--- src/rtl/fifo_rd_stream_pkg.sv ---
// Shared types and helpers for the FIFO read-side stream adapter.
// Optional statistics are enabled by defining FIFO_RD_STREAM_STATS_EN.
package fifo_rd_stream_pkg;

  localparam int BUF_DEPTH = 3;

  typedef logic [1:0] occ_t;
  typedef logic [1:0] ptr_t;

  // Ring pointers count 0,1,2 and wrap back to 0.
  function automatic ptr_t ptr_inc(input ptr_t p);
    return (p == 2'd2) ? 2'd0 : p + 2'd1;
  endfunction

endpackage

--- src/rtl/fifo_rd_buf.sv ---
// Three-entry register ring feeding the output stream; head is registered
// storage so the output never depends combinationally on the FIFO data.
module fifo_rd_buf
  import fifo_rd_stream_pkg::*;
#(
  parameter int P_DATA_WIDTH = 8
) (
  input  logic                    clk_i,
  input  logic                    rst_i,
  input  logic                    push,
  input  logic [P_DATA_WIDTH-1:0] push_data,
  input  logic                    pop,
  output logic [P_DATA_WIDTH-1:0] head,
  output occ_t                    occ
);

  logic [P_DATA_WIDTH-1:0] mem [BUF_DEPTH];
  ptr_t                    wr_ptr;
  ptr_t                    rd_ptr;

  // NOTE: storage is reset as well, because the head entry drives m_data_o
  // directly and that output must read zero out of reset.
  always_ff @(posedge clk_i or posedge rst_i) begin
    if (rst_i) begin
      for (int i = 0; i < BUF_DEPTH; i++) begin
        mem[i] <= '0;
      end
      wr_ptr <= '0;
      rd_ptr <= '0;
      occ    <= '0;
    end else begin
      if (push) begin
        mem[wr_ptr] <= push_data;
        wr_ptr      <= ptr_inc(wr_ptr);
      end
      if (pop) begin
        rd_ptr <= ptr_inc(rd_ptr);
      end
      case ({push, pop})
        2'b10:   occ <= occ + 2'd1;
        2'b01:   occ <= occ - 2'd1;
        default: occ <= occ;
      endcase
    end
  end

  assign head = mem[rd_ptr];

endmodule

--- src/rtl/fifo_rd_stream_adapter.sv ---
// FIFO pop interface to registered valid/ready stream, hiding FWFT or
// registered-read latency. Define FIFO_RD_STREAM_STATS_EN for beat/stall counters.
module fifo_rd_stream_adapter
  import fifo_rd_stream_pkg::*;
#(
  parameter int P_DATA_WIDTH = 8,
  parameter int P_FWFT       = 1
) (
  input  logic                    clk_i,
  input  logic                    rst_i,
  input  logic                    fifo_empty_i,
  input  logic [P_DATA_WIDTH-1:0] fifo_data_i,
  output logic                    fifo_rd_o,
  output logic                    m_valid_o,
  output logic [P_DATA_WIDTH-1:0] m_data_o,
  input  logic                    m_ready_i,
  output logic [1:0]              occ_o
`ifdef FIFO_RD_STREAM_STATS_EN
  ,
  output logic [31:0]             beats_o,
  output logic [31:0]             stall_o
`endif
);

  occ_t       occ;
  logic       inflight;
  logic       push;
  logic       pop;
  logic [2:0] committed;

  // NOTE: the pop request looks only at registered state and fifo_empty_i;
  // reserving a slot for every in-flight word means m_ready_i never needs to
  // reach fifo_rd_o, which keeps the ready path short at full throughput.
  assign committed = {1'b0, occ} + {2'b00, inflight};
  assign fifo_rd_o = ~rst_i & ~fifo_empty_i & (committed < 3'(BUF_DEPTH));

  assign m_valid_o = (occ != 2'd0);
  assign pop       = m_valid_o & m_ready_i;
  assign occ_o     = occ;

  generate
    if (P_FWFT != 0) begin : g_fwft
      assign inflight = 1'b0;
      assign push     = fifo_rd_o;
    end else begin : g_registered_read
      // Data returns one cycle after the pop, so the pop is tracked until then.
      always_ff @(posedge clk_i or posedge rst_i) begin
        if (rst_i) begin
          inflight <= 1'b0;
        end else begin
          inflight <= fifo_rd_o;
        end
      end
      assign push = inflight;
    end
  endgenerate

  fifo_rd_buf #(
    .P_DATA_WIDTH(P_DATA_WIDTH)
  ) u_buf (
    .clk_i     (clk_i),
    .rst_i     (rst_i),
    .push      (push),
    .push_data (fifo_data_i),
    .pop       (pop),
    .head      (m_data_o),
    .occ       (occ)
  );

`ifdef FIFO_RD_STREAM_STATS_EN
  always_ff @(posedge clk_i or posedge rst_i) begin
    if (rst_i) begin
      beats_o <= '0;
      stall_o <= '0;
    end else begin
      if (pop) begin
        beats_o <= beats_o + 32'd1;
      end
      if (m_valid_o & ~m_ready_i) begin
        stall_o <= stall_o + 32'd1;
      end
    end
  end
`endif

endmodule

--- config.mk ---
export PLATFORM = sky130hd
export DESIGN_NAME = fifo_rd_stream_adapter
export DESIGN_NICKNAME = d
export VERILOG_FILES = /design/src/rtl/fifo_rd_stream_pkg.sv /design/src/rtl/fifo_rd_buf.sv /design/src/rtl/fifo_rd_stream_adapter.sv
export SDC_FILE = /design/constraint.sdc
export NUM_CORES = 1
export LEC_CHECK = 0
export ABC_AREA = 1
export CAP_MARGIN = 30
export CORE_UTILIZATION = 61
export DETAILED_ROUTE_END_ITERATION = 8
export DONT_BUFFER_PORTS = 1
export MAX_ROUTING_LAYER = met4
export PLACE_DENSITY_LB_ADDON = 0.1
export SLEW_MARGIN = 20
export SYNTH_ARGS = -nofsm -noshare
export SYNTH_HDL_FRONTEND = slang
export SYNTH_SLANG_ARGS = --single-unit
--- constraint.sdc ---
create_clock -name clk_i -period 1.9 [get_ports clk_i]
set_input_delay 0.095 -clock clk_i [delete_from_list [all_inputs] [get_ports clk_i]]
set_output_delay 0.095 -clock clk_i [all_outputs]
set_load 0.01 [all_outputs]
# Word-level counts from Yosys, hierarchy flattened
# Cells that the tools add are included.
# Widths: inputs -> output; s select.
# totals
register_bits,30
inputBits,12
word_cells,37
# op_classes
n_lt_le_gt_ge,4
n_reduce_logical,3
bitwise_logic,7
mux,9
eq_ne,4
add_sub_neg,4
# op_table
op,n
$bwmux 24,1
$mux 8,3
$bmux 8 s2,1
$demux 8 s2,1
$add 2x1->2 const B,3
$eq 2x2->1 const B,3
$ge 3x3->1 const B,2
$not 2->3,2
$mux 2,2
$pmux 2 s2,1
$reduce_bool 2->1,2
$and 1x1->1,3
$lt 3x1->1 const B,1
$eq 2x1->1 const B,1
$lt 2x2->1 const B,1
$not 1->1,2
$sub 2x1->2 const B,1
$logic_and 1x1->1,1

# Logic depth before layout (Yosys ltp)
# logic_depth
word_depth,6
depth_mapped,10
ltp_nobuf,10

# By module
# A second synthesis with hierarchy kept.
# hier_totals
hier_cells,159
area_unflattened_um2,1378.8
# by_module_without_submodules
mod,cells_each,instances,area_each_um2
fifo_rd_buf,151,1,1348.8
fifo_rd_stream_adapter,8,1,30.0

# Worst setup path before layout
# OpenSTA, ideal clock, no wires.
# synth_path
kind,register -> register
from,register u_buf.occ[0]
to,register u_buf.occ[1]
path_slack_ps,471
stages_incl_launch_ff,10
arrival_ps,1312
required_time_ps,1783
n_path_buf,0
cell_sequence,dfrtp_1 -> inv_1 -> nand2_1 -> nand2_1 -> inv_1 -> ha_1 -> inv_1 -> nand3_1 -> nand2_1 -> nand2_1
# synth_via
elab_chain_cells,4
# synth_rtl
element,line_no,source
"start, declared",fifo_rd_buf.sv:14,output occ_t occ
"start signal, assigned",fifo_rd_buf.sv:40,2'b10: occ <= occ + 2'd1;
"start signal, assigned",fifo_rd_buf.sv:41,2'b01: occ <= occ - 2'd1;
$reduce_bool 2->1 (*),fifo_rd_stream_adapter.sv:37,assign m_valid_o = (occ != 2'd0);
net m_valid_o,fifo_rd_stream_adapter.sv:14,"output logic m_valid_o,"
$and 1x1->1 (*),fifo_rd_stream_adapter.sv:38,assign pop = m_valid_o & m_ready_i;
net pop,fifo_rd_stream_adapter.sv:28,logic pop;
$eq 2x1->1 / $eq 2x2->1 (equally long branches),fifo_rd_buf.sv:39,"case ({push, pop})"
$pmux 2 s2 / $reduce_bool 2->1 (equally long branches),-,
# The timed path passes the listed nets; every way through them passes the cells marked *.
# A chain may end at the register's enable or synchronous reset.

# Worst setup path after layout
# layout_path
from,register u_buf.rd_ptr[1]
to,output port m_data_o[0]
# layout_via
elab_chain_cells,4
# layout_rtl
element,line_no,source
"start, declared",fifo_rd_buf.sv:19,ptr_t rd_ptr;
"start signal, assigned",fifo_rd_buf.sv:37,rd_ptr <= ptr_inc(rd_ptr);
$not 2->3 (not written as such),fifo_rd_buf.sv:47,assign head = mem[rd_ptr];
$bmux 8 s2,fifo_rd_buf.sv:47,
$mux 8 (not written as such) (2 in series),fifo_rd_buf.sv:47,
"end, declared",fifo_rd_stream_adapter.sv:15,"output logic [P_DATA_WIDTH-1:0] m_data_o,"
# No other way between the ends. The select of a mux whose other input is x is not followed.

==> key figures <==
Clocking
  – Htree depth: 2
  – Post-cts resize count: 0
  – CTS tree: done
  – Clock Sinks: 30
  – Root buf cell: clkbuf_4
  – Clock latency on the worst-skew pair: about 0.34 ns
  – Clk buf depth: 2
  – Worst-path clk slew: about 0.09 ns
  – Total CTS buffers: 5

Setup path
  – Critical Path AT: about 1.6 ns
  – Crit end category: primary output
  – Critical path type: flop to primary output
  – CP peak stage delay: between 0.5 and 0.6 ns
  – CP Buf/Inv Count: 0
  – R2R Setup Slk: ~0.3 ns
  – Slowest cell on the critical path: dfrtp_1
  – R2R cell count: 9
  – Critical path, cell by cell: nor2_2 -> nand2_1 -> nand3_1
  – Startpoint Class: flop
  – Crit-path leading delay family: simple AND/OR/NAND/NOR gates
  – Reg2reg end: u_buf.occ[1]$_DFFE_PP0P_
  – RR Startpoint: u_buf.occ[0]$_DFFE_PP0P_
  – Worst EP required: about 1.8 ns
  – CP max FO: 12
  – Critical path origin: u_buf.rd_ptr[1]$_DFFE_PP0P_

Cells and area
  – Commonest non-fill, non-tap cell in the layout: nand2_1
  – Area of the multi-input gates: between 600 and 700 um^2
  – Fillcell total: between 150 and 200
  – Final Non-Filler Cells: ~230
  – Seq. cell area: 751 um^2
  – P&R area growth vs syn: 16.9%
  – Number of antenna diodes: 0
  – Nets: 212
  – Design Area, Final: roughly 1700 um^2
  – Commonest cells after routing, fill and taps aside: nand2_1, dfrtp_1, nand4_1, nand3_1
  – Share of cells above drive strength 1: 0.115

Route
  – Routed vias/inst: about 5.7
  – DRT Wirelength: approximately 3400 um
  – Initial drt markers: 50
  – Avg WL per Cell: around 15 um
  – Total vias in the final route: ~1.3k
  – Drt drc: 0
  – Post-route ant nets: 0
  – Drt first pass iters: 4

Timing
  – Final Hold Vio Count: 0
  – Final setup TNS: 0 ns
  – Max Slew Vio Count: 0
  – Fmax: roughly 600 MHz
  – Slew headroom: 0.560
  – Least-Margin Pin Slew: 0.660 ns
  – Unrepaired setup endpoints after global routing: false
  – Minimum clock period: between 1.5 and 2 ns
  – Clk_skew: ~0.009 ns
  – Fraction of the cycle the final worst path needs: 0.875
  – Setup Viol. Count Final: 0
  – Worst Hold Slack: ~0.14 ns

Floorplanning
  – Row Count: 17
  – Die ar.: approximately 2600 um^2
  – Die width: roughly 51 um
  – Starting Density: 0.652
  – Core Area: ~2200 um^2
  – Top Ports: 24
  – Die Ht: about 51 um

Logic synthesis
  – Mapped Cells: 179
  – Synth Net Count: roughly 190
  – Synth Warn #: 0
  – Sequential share of the synthesized area: 0.516
  – Syn avg cell area: 8.13 um^2
  – Largest family of logic cells by synthesized area: simple AND/OR/NAND/NOR gates
  – Xor and xnor area share after synthesis: 0.00602
  – Unique cell type count in the Yosys netlist: 17
  – Register bit total from synthesis: 30
  – Post-Synth Simple-Gate Area: 0.413
  – Synthesized-area fraction occupied by adder cells: 0.00860
  – Mux share of post-synthesis cell area: 0
  – Post-synthesis compound-gate area fraction: 0.0120
  – Synthesized area: between 1000 and 1500 um^2

Global routing
  – Vias in the first global route: between 1k and 1.5k
  – Antenna violations before repair: 0
  – Gr usage total: 0.333
  – Largest net degree at the start of global routing: 28
  – Global-route wire length before repair: between 5000 and 6000 um
  – GRT overflow: 0

Place
  – Placer congestion estimate: 0.846
  – I/O Buffers: 0
  – Placed insts: 210
  – Dpl cell area: 1530 um^2
  – Detailed placement HPWL: 2180 um

Pwr
  – Peak VDD IR: roughly 1.1 mV
  – Leak: approximately 0.00088 uW
  – Power density cells: 1630 nW/um^2

Worst hold path
  – Hold Path End: u_buf.occ[0]$_DFFE_PP0P_
  – Hold path cells: 4
  – Worst Min Path Start: fifo_empty_i
  – Type of the worst min-delay path: primary input to flop

Flow run
  – Max-Cap Viols: 0

Run status
  – Status: finished, final reports clean
## layout make-up
cell class                 count  share of cell area
sequential                    30               0.441
multi-input combinational    133               0.376
timing repair buffer          18              0.0941
clock buffer                   7              0.0265
inverter                      11              0.0243
tap                           28              0.0206
clock inverter                 1              0.0176
## worst register-to-register path: stages, from the launching register on
cell and delay (ns):
dfrtp_1 0.48, inv_1 0.11, nand2_1 0.12, nand2_1 0.13, inv_1 0.09, ha_1 0.30
inv_1 0.09, nand3_1 0.07, nand2_1 0.06, nand2_1 0.05
## power by group
group	switching (uW)	internal (uW)	leakage [uW]	total (uW)
registers	228	928	0.000376	1160
clock network	223	279	0.0000395	502
logic	747	376	0.000467	1120
## cells by family after synthesis
| logic type | count (synthesis) |
|---|---|
| xor gates and xnor gates | 1 |
| adders and majority gates | 1 |
| DFF | 30 |
| and+or+nand+nor | 128 |
| AOI/OAI and AO/OA | 3 |
| buffers and inverters | 16 |
## how the worst max path moves through the flow
stage / end / slack, ns / cells past startpoint
2_1_floorplan: u_buf.occ[1]$_DFFE_PP0P_ / 0.47 / 9
3_3_place_gp: u_buf.occ[1]$_DFFE_PP0P_ / 0.41 / 9
3_5_place_dp: u_buf.occ[1]$_DFFE_PP0P_ / 0.34 / 9
4_1_cts: m_data_o[0] / 0.24 / 3
5_1_grt: u_buf.occ[1]$_DFFE_PP0P_ / 0.12 / 9
6_report: m_data_o[0] / 0.24 / 3
## synth_stat cells (all sizes together)
library cell / n / share of area
buf: 4 / 0.014
inv: 10 / 0.026
o211ai: 1 / 0.0052
nand3: 18 / 0.072
xnor2: 1 / 0.0060
o21ai: 2 / 0.0069
nand2: 79 / 0.21
ha: 1 / 0.0086
nor2: 6 / 0.028
dfrtp: 30 / 0.52
clkinv: 1 / 0.0026
clkbuf: 1 / 0.0026
nand4: 25 / 0.11
## flip-flops by register name (all words and copies together), names as in the netlist
signal,flops
u_buf.mem,24
u_buf.occ,2
u_buf.rd_ptr,2
u_buf.wr_ptr,2
## layer usage
layer | vias to the layer above | wire length (um) | GRT usage
met1 | 600 | 1450 | 0.375
met5 | - | 0 | -
met3 | 10 | 179 | 0.0952
met2 | 41 | 1700 | 0.558
met4 | 0 | 77 | 0.134
li1 | 641 | - | -
## timing repair
action / in CTS / in global routing
hold buffers: 10 / 0
hold endpoints to repair: 43 / 0
setup endpoints to repair: 0 / 0
setup buffers: 0 / 0
## stage by stage
step | setup slack, ns | power, uW | utilization
5_1_grt | 0.120 | 3000 | 0.762
3_3_place_gp | 0.415 | 2200 | 0.683
4_1_cts | 0.237 | 2780 | 0.762
3_5_place_dp | 0.344 | 2240 | 0.683
6_report | 0.237 | 2780 | 0.762
2_1_floorplan | 0.471 | 1920 | -
Note: power is estimated with default switching activity, not from simulation.
